<file path="config.mk">
export PLATFORM = sky130hd
export DESIGN_NAME = vc_dest_router
export DESIGN_NICKNAME = d
export VERILOG_FILES = /design/src/rtl/vc_dest_router.sv
export SDC_FILE = /design/constraint.sdc
export NUM_CORES = 1
export LEC_CHECK = 0
export ABC_CLOCK_PERIOD_IN_PS = 1400
export BUFFER_PORTS_ARGS = -buffer_cell sky130_fd_sc_hd__buf_2
export CORE_MARGIN = 2
export CORE_UTILIZATION = 49
export CTS_BUF_LIST = sky130_fd_sc_hd__clkbuf_4
export DETAILED_ROUTE_END_ITERATION = 10
export PLACE_DENSITY_LB_ADDON = 0.15
export SKIP_CTS_REPAIR_TIMING = 1
export SLEW_MARGIN = 10
export SYNTH_ARGS = -nofsm -noshare
export SYNTH_HDL_FRONTEND = slang
export SYNTH_SLANG_ARGS = --single-unit
</file>
<file path="constraint.sdc">
create_clock -name clk -period 1.4 [get_ports clk]
set_input_delay 0.07 -clock clk [delete_from_list [all_inputs] [get_ports clk]]
set_output_delay 0.07 -clock clk [all_outputs]
set_load 0.03 [all_outputs]
</file>
<file path="src/rtl/vc_dest_router.sv">
// rtl/vc_dest_router.sv - routes popped VC0/VC1 words to delay FIFO D0/D1 by destination bit
module vc_dest_router #(
  parameter int DATA_W   = 6,
  parameter int DEST_BIT = 4,
  parameter int CNT_W    = 5
) (
  input  logic              clk,
  input  logic              reset_L,
  input  logic              pop_vc0,
  input  logic              pop_vc1,
  input  logic [DATA_W-1:0] data_vc0,
  input  logic [DATA_W-1:0] data_vc1,
  input  logic              fifo_full_d0,
  input  logic              fifo_full_d1,
  output logic              push_d0,
  output logic              push_d1,
  output logic [DATA_W-1:0] data_d0,
  output logic [DATA_W-1:0] data_d1,
  output logic [CNT_W-1:0]  cnt_d0,
  output logic [CNT_W-1:0]  cnt_d1,
  output logic              idle,
  output logic              overflow_err,
  output logic              conflict_err
);

  logic              sel_a;
  logic              val_a;
  logic              val_b0;
  logic              val_b1;
  logic [DATA_W-1:0] word_a;
  logic              dest_a;

  always_comb begin
    word_a = sel_a ? data_vc1 : data_vc0;
    dest_a = word_a[DEST_BIT];
  end

  // Stage B splits by destination straight into the per-FIFO data registers,
  // so data_dX naturally holds its last pushed value between pushes.
  always_ff @(posedge clk or negedge reset_L) begin
    if (!reset_L) begin
      sel_a        <= 1'b0;
      val_a        <= 1'b0;
      val_b0       <= 1'b0;
      val_b1       <= 1'b0;
      data_d0      <= '0;
      data_d1      <= '0;
      cnt_d0       <= '0;
      cnt_d1       <= '0;
      overflow_err <= 1'b0;
      conflict_err <= 1'b0;
    end else begin
      sel_a  <= pop_vc1 & ~pop_vc0;
      val_a  <= pop_vc0 | pop_vc1;
      val_b0 <= val_a & ~dest_a;
      val_b1 <= val_a & dest_a;
      if (val_a && !dest_a) data_d0 <= word_a;
      if (val_a && dest_a)  data_d1 <= word_a;
      if (push_d0) cnt_d0 <= cnt_d0 + CNT_W'(1);
      if (push_d1) cnt_d1 <= cnt_d1 + CNT_W'(1);
      if ((push_d0 && fifo_full_d0) || (push_d1 && fifo_full_d1)) overflow_err <= 1'b1;
      if (pop_vc0 && pop_vc1) conflict_err <= 1'b1;
    end
  end

  assign push_d0 = val_b0;
  assign push_d1 = val_b1;
  assign idle    = ~val_a & ~val_b0 & ~val_b1 & ~pop_vc0 & ~pop_vc1;

endmodule
</file>
==> flow_metrics.env <==
export IMPL_status="complete, no violations"
export IMPL_synth_area_leader_cell="dfrtp_1"
export IMPL_period_needed_ns=1.29
export IMPL_slew_viol_final=0
export IMPL_drc=0
export IMPL_cts_buffers=3
export IMPL_clock_latency_ns=0.32
export IMPL_grt_overflow=0
export IMPL_clkTransAtPathRegs_ns=0.13
export IMPL_clockRootBuffer="clkbuf_4"
export IMPL_post_route_period_util_pct=92.4
export IMPL_slew_headroom_pct=59.2
export IMPL_grt_max_degree=29
export IMPL_grt_pass1_wl_um=3350
export IMPL_syn_area_per_cell_um2=14.9
export IMPL_antenna_found_initial=0
export IMPL_synth_cell_type_count=19
export IMPL_power_density_mw_per_mm2=1690
export IMPL_areaGrowthSynthToFinish_pct=32.9
export IMPL_synth_top_area_share_pct=61.2
export IMPL_layout_drive_gt1_share_pct=55.6
export IMPL_cts_sinks=28
export IMPL_syn_nets=97
export IMPL_synthSimpleGateAreaFrac_pct=6.45
export IMPL_power_leakage_nw=0.736
export IMPL_grt_pass1_vias=764
export IMPL_ys_async_sr_fraction_pct=100
export IMPL_timing_final_ws_setup_ns=0.106
export IMPL_dpl_hpwl_um=1570
export IMPL_rows=17
export IMPL_clockBufferDepth=2
export IMPL_r2r_start="sel_a"
export IMPL_synth_adder_area_share_pct=2.19
export IMPL_cts_tree="yes"
export IMPL_core_area_mm2=0.00221
export IMPL_yosysSeqAreaShare_pct=61.2
export IMPL_finalSetupViolations=0
export IMPL_nNetsFinal=154
export IMPL_start_kind="flip-flop"
export IMPL_wl_um=2150
export IMPL_synth_warnings=0
export IMPL_dp_slack_ns=0.111
export IMPL_vias_per_cell=4.97
export IMPL_worstPathArrival_ns=1.51
export IMPL_drt_iter0_markers=1
export IMPL_end_kind="flip-flop"
export IMPL_synthTopCellsByArea="dfrtp_1, mux2_2, mux2_4"
export IMPL_synthTopCellsByCount="dfrtp_1, mux2_2, xnor2_1, mux2_4, nand4_1"
export IMPL_grt_total_usage_pct=16.9
export IMPL_synth_cells=77
export IMPL_ys_flop_type="dfrtp_1"
export IMPL_die_area_mm2=0.00274
export IMPL_synth_edf_count=0
export IMPL_synth_area_mm2=0.00114
export IMPL_synth_top_family_by_area="multiplexers"
export IMPL_min_from="pop_vc1"
export IMPL_worstPathRequired_ns=1.61
export IMPL_drt_pass1_iterations=3
export IMPL_place_gp_congestion=0.655
export IMPL_ios=45
export IMPL_fmax_mhz=773
export IMPL_ant_nets=0
export IMPL_hold_class="primary input to flip-flop"
export IMPL_synth_compound_area_share_pct=1.53
export IMPL_io_buffer_count=44
export IMPL_initial_utilization_pct=51.8
export IMPL_final_hold_viol_count=0
export IMPL_tightest_slew_ns=0.612
export IMPL_synthXorXnorAreaFrac_pct=6.12
export IMPL_die_w_um=52.3
export IMPL_antenna_cells=0
export IMPL_synth_most_common_cell="dfrtp_1"
export IMPL_rsz0062_at_grt="no"
export IMPL_fin_setup_tns_ns=0
export IMPL_htreeDepth=1
export IMPL_critPathMaxFanout=4
export IMPL_vdd_drop_max_mv=1.11
export IMPL_critPathLaunch="sel_a"
export IMPL_dr_total_vias=800
export IMPL_die_y_um=52.3
export IMPL_finClkSkew_ns=0.0112
export IMPL_synthMuxAreaShare_pct=19.2
export IMPL_synth_seq_cells=28
export IMPL_drv_cap=0
export IMPL_crit_type="flip-flop to flip-flop"
export IMPL_wire_per_inst_um=13.3
[flip-flops by register name, summed over array words and instances, names as in the netlist]
signal	count
overflow_err	1
sel_a	1
push_d0	1
val_a	1
data_d1	6
push_d1	1
conflict_err	1
data_d0	6
cnt_d1	5
cnt_d0	5
[power by group]
group          internal [W]  switching (W)
registers           0.00102       0.000181
clock network      0.000104       0.000223
logic              0.000403       0.000636
[path summary, 6_finish.rpt]
| kind | to | slack, ns | depth (start not counted) |
|---|---|---|---|
| worst max-delay path | data_d1[3] | 0.11 | 4 |
| worst min register to register | cnt_d1[4] | 0.47 | 1 |
| max in group asynchronous | push_d1 | 0.69 | 2 |
| min in group asynchronous | data_d0[3] | 0.27 | 2 |
| worst max register to register | data_d1[3] | 0.11 | 4 |
| worst min-delay path | sel_a | 0.01 | 2 |
[through the flow]
step | cell area [um^2] | utilization [%] | cells | total power, W | hold WS (ns)
3_3_place_gp | 1410 | 63.6 | 148 | 0.00222 | 0.110
3_5_place_dp | 1410 | 63.6 | 148 | 0.00224 | 0.116
4_1_cts | 1430 | 64.8 | 152 | 0.00257 | -0.256
5_1_grt | 1520 | 68.8 | 161 | 0.00272 | 0.0118
2_1_floorplan | 1160 | - | 77 | 0.00193 | -0.226
6_report | 1520 | 68.8 | 161 | 0.00256 | 0.0130
[cell type report]
class | count | area (um^2)
Clock buffer | 3 | 22.5
Fill cell | 181 | 691
Clock inverter | 1 | 3.75
Tap cell | 28 | 35.0
Sequential cell | 28 | 703
Timing Repair Buffer | 56 | 328
Multi-Input combinational cell | 43 | 422
Inverter | 2 | 7.51
[layer usage]
| layer | share of wire (%) | track usage, % |
|---|---|---|
| met1 | 42 | 21.5 |
| met2 | 51 | 26.9 |
| met3 | 5.1 | 2.86 |
| met4 | 2.1 | 10.3 |
| met5 | 0 | 0 |
[cell usage in the layout (no fill, tap or decap), drive strengths merged]
| master | count |
|---|---|
| mux2i | 1 |
| buf | 50 |
| a21o | 1 |
| a221o | 1 |
| clkbuf | 3 |
| nand2 | 3 |
| and2 | 1 |
| nor2b | 1 |
| nand4 | 4 |
| ha | 2 |
| xnor2 | 6 |
| dlygate4sd3 | 6 |
| nor4 | 1 |
| dfrtp | 28 |
| clkinv | 1 |
| xor2 | 2 |
| mux2 | 17 |
| inv | 2 |
| nand2b | 2 |
| or2 | 1 |
[critical path, stage by stage, from the launching register on]
cell and delay, ns:
dfrtp_1 0.38, mux2i_1 0.22, nand2b_1 0.15, buf_4 0.15, mux2_4 0.30
[cell families after synthesis]
logic type / Yosys count
simple gates: 13
buf+inv: 6
fa+ha+maj: 2
flops: 28
xor+xnor: 8
compound gates: 2
mux: 18
(Power assumes the default switching activity.)
